File: config.mk
export PLATFORM = sky130hd
export DESIGN_NAME = clock_enable_ctrl
export DESIGN_NICKNAME = d
export VERILOG_FILES = /design/src/rtl/clock_enable_ctrl.sv
export SDC_FILE = /design/constraint.sdc
export NUM_CORES = 1
export LEC_CHECK = 0
export CORE_MARGIN = 1
export CORE_UTILIZATION = 45
export CTS_CLUSTER_SIZE = 40
export DETAILED_ROUTE_END_ITERATION = 8
export PLACE_DENSITY = 0.72
export SLEW_MARGIN = 20
export SYNTH_ARGS = -nofsm -noshare
export SYNTH_HDL_FRONTEND = slang
export SYNTH_SLANG_ARGS = --single-unit
File: constraint.sdc
create_clock -name clk_in -period 5.4 [get_ports clk_in]
set_clock_uncertainty 0.1 [all_clocks]
set_input_delay 1.08 -clock clk_in [delete_from_list [all_inputs] [get_ports clk_in]]
set_output_delay 1.08 -clock clk_in [all_outputs]
set_load 0.02 [all_outputs]
File: src/rtl/clock_enable_ctrl.sv
// Per-engine clock-enable sequencer: OFF -> WAKE (settle) -> ON -> idle timeout -> OFF.
// en/ack/all_off come straight from flops so the downstream clock mux sees no glitches.
module clock_enable_ctrl #(
  parameter int unsigned N_CH         = 3,
  parameter int unsigned WAKE_CYCLES  = 4,
  parameter int unsigned IDLE_TIMEOUT = 16,
  parameter int unsigned CNT_W        = 5
) (
  input  logic            clk_in,
  input  logic            reset_n,
  input  logic [N_CH-1:0] req,
  input  logic [N_CH-1:0] busy,
  output logic [N_CH-1:0] en,
  output logic [N_CH-1:0] ack,
  output logic [N_CH-1:0] err,
  output logic            all_off
);

  localparam logic [CNT_W-1:0] WAKE_LAST = CNT_W'(WAKE_CYCLES - 1);
  localparam logic [CNT_W-1:0] IDLE_LAST = CNT_W'(IDLE_TIMEOUT - 1);
  localparam logic [CNT_W-1:0] CNT_ONE   = CNT_W'(1);

  typedef enum logic [1:0] {
    S_OFF  = 2'd0,
    S_WAKE = 2'd1,
    S_ON   = 2'd2
  } state_e;

  state_e           state_q [N_CH];
  state_e           state_d [N_CH];
  logic [CNT_W-1:0] cnt_q   [N_CH];
  logic [CNT_W-1:0] cnt_d   [N_CH];
  logic [N_CH-1:0]  en_q, en_d;
  logic [N_CH-1:0]  ack_q, ack_d;
  logic [N_CH-1:0]  err_q, err_d;
  logic             all_off_q, all_off_d;

  // State, counters and output flops
  always_ff @(posedge clk_in or negedge reset_n) begin
    if (!reset_n) begin
      for (int i = 0; i < int'(N_CH); i++) begin
        state_q[i] <= S_OFF;
        cnt_q[i]   <= '0;
      end
      en_q      <= '0;
      ack_q     <= '0;
      err_q     <= '0;
      all_off_q <= 1'b1;
    end else begin
      for (int i = 0; i < int'(N_CH); i++) begin
        state_q[i] <= state_d[i];
        cnt_q[i]   <= cnt_d[i];
      end
      en_q      <= en_d;
      ack_q     <= ack_d;
      err_q     <= err_d;
      all_off_q <= all_off_d;
    end
  end

  // Next state per channel; outputs are registered from the next state
  always_comb begin
    en_d      = '0;
    ack_d     = '0;
    err_d     = err_q;
    all_off_d = 1'b1;
    for (int i = 0; i < int'(N_CH); i++) begin
      state_d[i] = state_q[i];
      cnt_d[i]   = cnt_q[i];
      unique case (state_q[i])
        S_OFF: begin
          if (busy[i]) err_d[i] = 1'b1;
          if (req[i]) begin
            state_d[i] = S_WAKE;
            cnt_d[i]   = '0;
          end
        end
        S_WAKE: begin
          if (cnt_q[i] == WAKE_LAST) begin
            state_d[i] = S_ON;
            cnt_d[i]   = '0;
          end else begin
            cnt_d[i] = cnt_q[i] + CNT_ONE;
          end
        end
        S_ON: begin
          // Activity on the timeout cycle keeps the channel on
          if (req[i] || busy[i]) begin
            cnt_d[i] = '0;
          end else if (cnt_q[i] == IDLE_LAST) begin
            state_d[i] = S_OFF;
            cnt_d[i]   = '0;
          end else begin
            cnt_d[i] = cnt_q[i] + CNT_ONE;
          end
        end
        default: begin
          state_d[i] = S_OFF;
          cnt_d[i]   = '0;
        end
      endcase
      en_d[i]   = (state_d[i] != S_OFF);
      ack_d[i]  = (state_d[i] == S_ON);
      all_off_d = all_off_d & (state_d[i] == S_OFF);
    end
  end

  assign en      = en_q;
  assign ack     = ack_q;
  assign err     = err_q;
  assign all_off = all_off_q;

endmodule

==> results of run 1 <==
==> through the flow <==
step	std cells	cell area, sq um	util	hold slack, ps
floorplan	176	1810	-	376
global placement	242	2050	0.543	337
detailed placement	242	2050	0.543	348
CTS	250	2170	0.574	363
global route	250	2170	0.574	372
finish	250	2170	0.574	363
==> registers in the layout, summed over array words and instances, names as in the netlist <==
signal	flops
ack	3
en	3
cnt_q	15
all_off	1
state_q	6
err	3
==> how the worst min path moves through the flow <==
stage | start | end | cells after the start
2_1_floorplan | cnt_q[11]$_DFFE_PN0P_ | cnt_q[11]$_DFFE_PN0P_ | 2
3_3_place_gp | err[2]$_DFFE_PN0P_ | err[2]$_DFFE_PN0P_ | 1
3_5_place_dp | err[2]$_DFFE_PN0P_ | err[2]$_DFFE_PN0P_ | 1
4_1_cts | err[2]$_DFFE_PN0P_ | err[2]$_DFFE_PN0P_ | 1
5_1_grt | err[2]$_DFFE_PN0P_ | err[2]$_DFFE_PN0P_ | 1
6_report | err[0]$_DFFE_PN0P_ | err[0]$_DFFE_PN0P_ | 1
==> synthesized netlist by cell type <==
library cell   n
dfrtp_1       30
ha_1          21
inv_1         17
o21ai_0       13
nand3_1       12
a21o_1        11
nand2_1       11
nor2_1         9
a21oi_1        5
nand2b_1       5
nor3_1         5
nor4b_1        4
a211oi_1       3
nor2b_1        3
or3_1          3
a2111o_1       2
a32oi_1        2
or3b_1         2
or4b_4         2
a2111oi_1      1
a21o_2         1
a221oi_1       1
a221oi_2       1
and2b_1        1
dfstp_2        1
nand2b_4       1
nand4b_1       1
nor3_4         1
nor4b_4        1
o211ai_1       1
o31ai_1        1
o31ai_2        1
or2_1          1
or3b_2         1
or4_1          1
==> per-layer routing <==
metal,part of all wire,global-route usage,vias to the layer above
met3,0.038,0.0434,9
met2,0.52,0.325,24
met1,0.42,0.220,704
met4,0.025,0.122,0
li1,-,-,683
met5,0,0,-
==> critical path: stages <==
cell,delay (ps)
clkdlybuf4s50_1,460
or3b_2,490
a211oi_1,310
a2111o_1,200
o31ai_2,120
nor3_4,120
==> cells by family after synthesis <==
kind of cell / after synthesis
AOI/OAI and AO/OA: 43
DFF: 31
buffers and inverters: 17
and+or+nand+nor: 64
adders and majority gates: 21
==> layout make-up <==
type	count	share of cell area
Multi-Input combinational cell	128	0.448
Sequential cell	31	0.359
Timing Repair Buffer	18	0.0820
Clock buffer	6	0.0381
Inverter	17	0.0295
Tap cell	48	0.0277
Clock inverter	2	0.0162
==> where the power goes <==
part	leakage (nW)	switching (mW)	internal (mW)
Combinational	0.576	0.171	0.128
Sequential	0.392	0.0326	0.275
Clock	0.0612	0.0896	0.149
Total	1.03	0.293	0.552
==> results.toml, run 1 <==
[final_layout]
layout-drive-gt1-share = 0.0941
syn2layout_area_growth_pct = 19.6
final_cell_mix = "dfrtp_1 (30), ha_1 (21), inv_1 (17), clkdlybuf4s50_1 (17), o21ai_0 (13)"
multi_input_area_sq_um = 970
nets = 230
layout_commonest_cell = "dfrtp_1"
antenna_cells = 0
fillers = 319
seqCellArea_sq_um = 777

[place]
routabilityCongestion = 0.841
post-place-ws_ps = 2410
portBuffers = 17
hpwl_mm = 2.57

[floorplanning]
chipWidth_microns = 65.4
ios = 18
core_sq_mm = 0.00377
die_h_microns = 65.4
row_count = 22
dieArea_sq_mm = 0.00428
start_util = 0.480

[logic_synthesis]
yosysWarnings = 0
synth_top_family_by_area = "simple AND/OR/NAND/NOR gates"
yosysTopAreaCell = "dfrtp_1"
synth-compound-area-share = 0.169
synth-seq-cells = 31
ys_seq_area_frac = 0.429
synth_top_area_frac = 0.415
syn-num-nets = 205
syn_area_per_cell_sq_um = 10.3
synthMuxAreaShare = 0
yosys.area_share.adder = 0.145
syn_inst = 176
synth_area_leaders = "dfrtp_1 (41%), ha_1 (15%), a21o_1 (4.6%)"
ys_types = 35
synth_area_sq_mm = 0.00181
yosys.area_share.simple = 0.222
synth_xor_area_frac = 0

[detailed_routing]
wl_per_cell_microns = 14.0
drtIter0Drc = 75
dr.pass1.iters = 4
vias = 1420
viasPerCell = 5.68
postRouteAntennaNets = 0
drc = 0
routed_wl_mm = 3.51

[grt]
grt_pass1_wl_mm = 6.22
grt_max_degree = 32
grt_pass1_vias = 1489
grt_util_all_layers = 0.193
antenna_found_initial = 0
grt-ovfl-total = 0

[timing]
worst_slack_ps = 2750
rsz0062_at_grt = "no"
fin_crit_ps = 2650
slew_headroom = 0.653
setup_viol = 0
hold_viol = 0
tightest_slew_ps = 515
period_share = 0.491
fmax_mhz = 377
fin_tns_setup_ps = 0
slew_violations = 0

[setup_path]
end_kind = "register"
cp_max_fo = 5
r2r-end = "all_off$_DFF_PN1_"
crit_path_start = "req[0]"
worst_setup_path_start_kind = "input pin"
reg2regPathDepth = 9
crit_arrival_ps = 2780
worstPathRequired_ps = 5520
rrSetupSlack_ps = 3060
crit_type = "input pin to register"
crit-reg2reg-launch = "cnt_q[10]$_DFFE_PN0P_"
crit_end = "all_off$_DFF_PN1_"

[clocking]
cts.path.max_buffers = 2
cts_sinks = 31
cts_hold_buffers = 0
root_buffer = "clkbuf_8"
cts_setup_buffers = 0
tritoncts = "done"
postCtsResizedCells = 0
clk_pin_slew_ps = 70
clk_latency_ps = 290
cts_buffers = 5
cts.htree.levels = 2

[job]
cap_violations = 0

[power]
max-vdd-ir-drop_mv = 0.230
powerDensity_mw_per_mm2 = 390
finalPower_mw = 0.845
leakage_nw = 1.03

[hold_path]
hold_class = "register to register"

[status]
outcome = "complete, no violations"
(Power assumes the default switching activity.)
==> inputs of run 2 (changes only) <==
- PLACE_DENSITY: 0.72 -> 0.75
- clock period: 5.4 -> 2.2 ns (I/O delays scaled with it)
==> run 2 against run 1 <==
Utilization grew 5.9 points. Critical path depth grew 3. Clock power grew 79%. Cell count grew 8.4%. Total power grew 150%. Worst setup slack lost 2700 ps. Sequential power grew 140%. Die area is the same.
==> results.toml, run 2 (same netlist as run 1, synthesis figures left out) <==
[status]
outcome = "complete, no violations"

[place]
portBuffers = 17
hpwl_mm = 2.59
routabilityCongestion = 0.784

[setup_path]
cpLargestDelayFamily = "simple AND/OR/NAND/NOR gates"
worst_setup_path_start_kind = "register"
cp_max_fo = 2
cpMaxStageDelayCell = "or3b_4"
rrSetupSlack_ps = 40
r2r-end = "all_off$_DFF_PN1_"
reg2regPathDepth = 9
worstPathRequired_ps = 2310
critPathBufInv = 1
crit-reg2reg-launch = "cnt_q[5]$_DFFE_PN0P_"
crit_arrival_ps = 2280
cp_slowest_stage_delay_ps = 400
crit_type = "register to register"
worstPathCellList = "ha_2 -> nand3_2 -> inv_2 -> ha_4 -> or3b_4 -> a211oi_4 -> a2111oi_4 -> or2_1 -> nor3_4"
end_kind = "register"

[timing]
period_share = 0.984
slew_violations = 0
hold_viol = 0
fin_crit_ps = 2160
rsz0062_at_grt = "yes"
worst_hold_slack_ps = 353
tightest_slew_ps = 620
slew_headroom = 0.582
fmax_mhz = 462
setup_viol = 0

[final_layout]
regMostFlops = "cnt_q"
largest_register_ffs = 15
layout-drive-gt1-share = 0.238
biggestRegsByFlops = "cnt_q x15, state_q x6"
syn2layout_area_growth_pct = 31.9
antenna_cells = 0
final_core_util = 0.633
final_cell_mix = "dfrtp_1 (30), buf_4 (22), ha_1 (18), clkdlybuf4s50_1 (17), inv_1 (16)"
nets = 251
layout_commonest_cell = "dfrtp_1"

[grt]
busiest_layer = "met2"
met1_usage = 0.246
grt_util_all_layers = 0.198
use_met3 = 0.0625
antenna_found_initial = 0
grt_pass1_wl_mm = 6.25
grt_max_degree = 32
grt-ovfl-total = 0
grt_pass1_vias = 1435
grt_use_met2 = 0.308

[floorplanning]
row_count = 22
chipWidth_microns = 65.4
core_sq_mm = 0.00377
dieArea_sq_mm = 0.00428
start_util = 0.480
ios = 18
die_h_microns = 65.4

[detailed_routing]
dr.pass1.iters = 4
wl_per_cell_microns = 13.2
routed_wl_mm = 3.58
drc = 0
postRouteAntennaNets = 0
vias = 1423
viasPerCell = 5.25
drtIter0Drc = 75

[power]
p_sw_mw = 0.760
p_int_mw = 1.34
max-vdd-ir-drop_mv = 0.659
p_comb_frac = 0.440
leakage_nw = 1.13
p_sw_frac = 0.362
p_clk_frac = 0.205
p_seq_frac = 0.356
powerDensity_mw_per_mm2 = 879

[clocking]
cts_buffers = 5
cts.htree.levels = 2
clk_pin_slew_ps = 70
cts.path.max_buffers = 2
cts_sinks = 31
tritoncts = "done"
cts_hold_buffers = 0
clk_latency_ps = 280
root_buffer = "clkbuf_8"

[hold_path]
whs_endpoint = "err[1]$_DFFE_PN0P_"
hold_start = "err[1]$_DFFE_PN0P_"
hold_depth = 1
hold_class = "register to register"

[job]
cap_violations = 0
run 2: worst max-delay path by stage:
| stage | from | to | cells past startpoint |
|---|---|---|---|
| CTS | cnt_q[11]$_DFFE_PN0P_ | all_off$_DFF_PN1_ | 9 |
| global route | cnt_q[6]$_DFFE_PN0P_ | all_off$_DFF_PN1_ | 9 |
| detailed placement | busy[1] | all_off$_DFF_PN1_ | 6 |
| global placement | busy[1] | all_off$_DFF_PN1_ | 6 |
| finish | cnt_q[5]$_DFFE_PN0P_ | all_off$_DFF_PN1_ | 9 |
| floorplan | cnt_q[5]$_DFFE_PN0P_ | all_off$_DFF_PN1_ | 9 |
run 2: worst register-to-register path: stages, from the launching register on:
cell,delay (ps)
dfrtp_1,360
ha_2,190
nand3_2,80
inv_2,70
ha_4,120
or3b_4,400
a211oi_4,290
a2111oi_4,60
or2_1,260
nor3_4,180
run 2: final cells by class:
cell class / count / area (sq um)
fill: 283 / 1380
multi-input combinational: 128 / 1070
sequential: 31 / 777
timing repair buffer: 39 / 335
clock buffer: 6 / 72.6
inverter: 17 / 63.8
tap: 48 / 60.1
clock inverter: 2 / 12.5
run 2: power groups by stage:
stage / clock network, mW / registers, mW / logic, mW
after detailed placement: 0 / 0.752 / 0.815
final: 0.429 / 0.746 / 0.923
after floorplan: 0 / 0.787 / 0.485
after global placement: 0 / 0.748 / 0.801
after CTS: 0.446 / 0.742 / 0.845
after global routing: 0.478 / 0.755 / 1.03
run 2: stage by stage:
stage	cells	setup WS (ps)	setup TNS (ps)	power, mW	area [sq um]
2_1_floorplan	176	80.1	0	1.27	1810
3_3_place_gp	262	-35.8	-35.8	1.55	2200
3_5_place_dp	262	-47.5	-47.5	1.57	2200
4_1_cts	270	4.72	0	2.03	2300
5_1_grt	271	-43.6	-43.6	2.26	2390
6_report	271	35.4	0	2.10	2390
run 2: timing repair:
| action | 4_1_cts | 5_1_grt |
|---|---|---|
| endpoints found under the setup margin | 1 | 8 |
| pin swaps | 2 | 9 |
| buffers inserted | 0 | 1 |
| resized for setup | 3 | 16 |
run 2: per-layer routing:
| layer | wire length, microns | vias up |
|---|---|---|
| li1 | - | 721 |
| met1 | 1670 | 674 |
| met2 | 1730 | 20 |
| met3 | 96 | 8 |
| met4 | 85 | 0 |
| met5 | 0 | - |
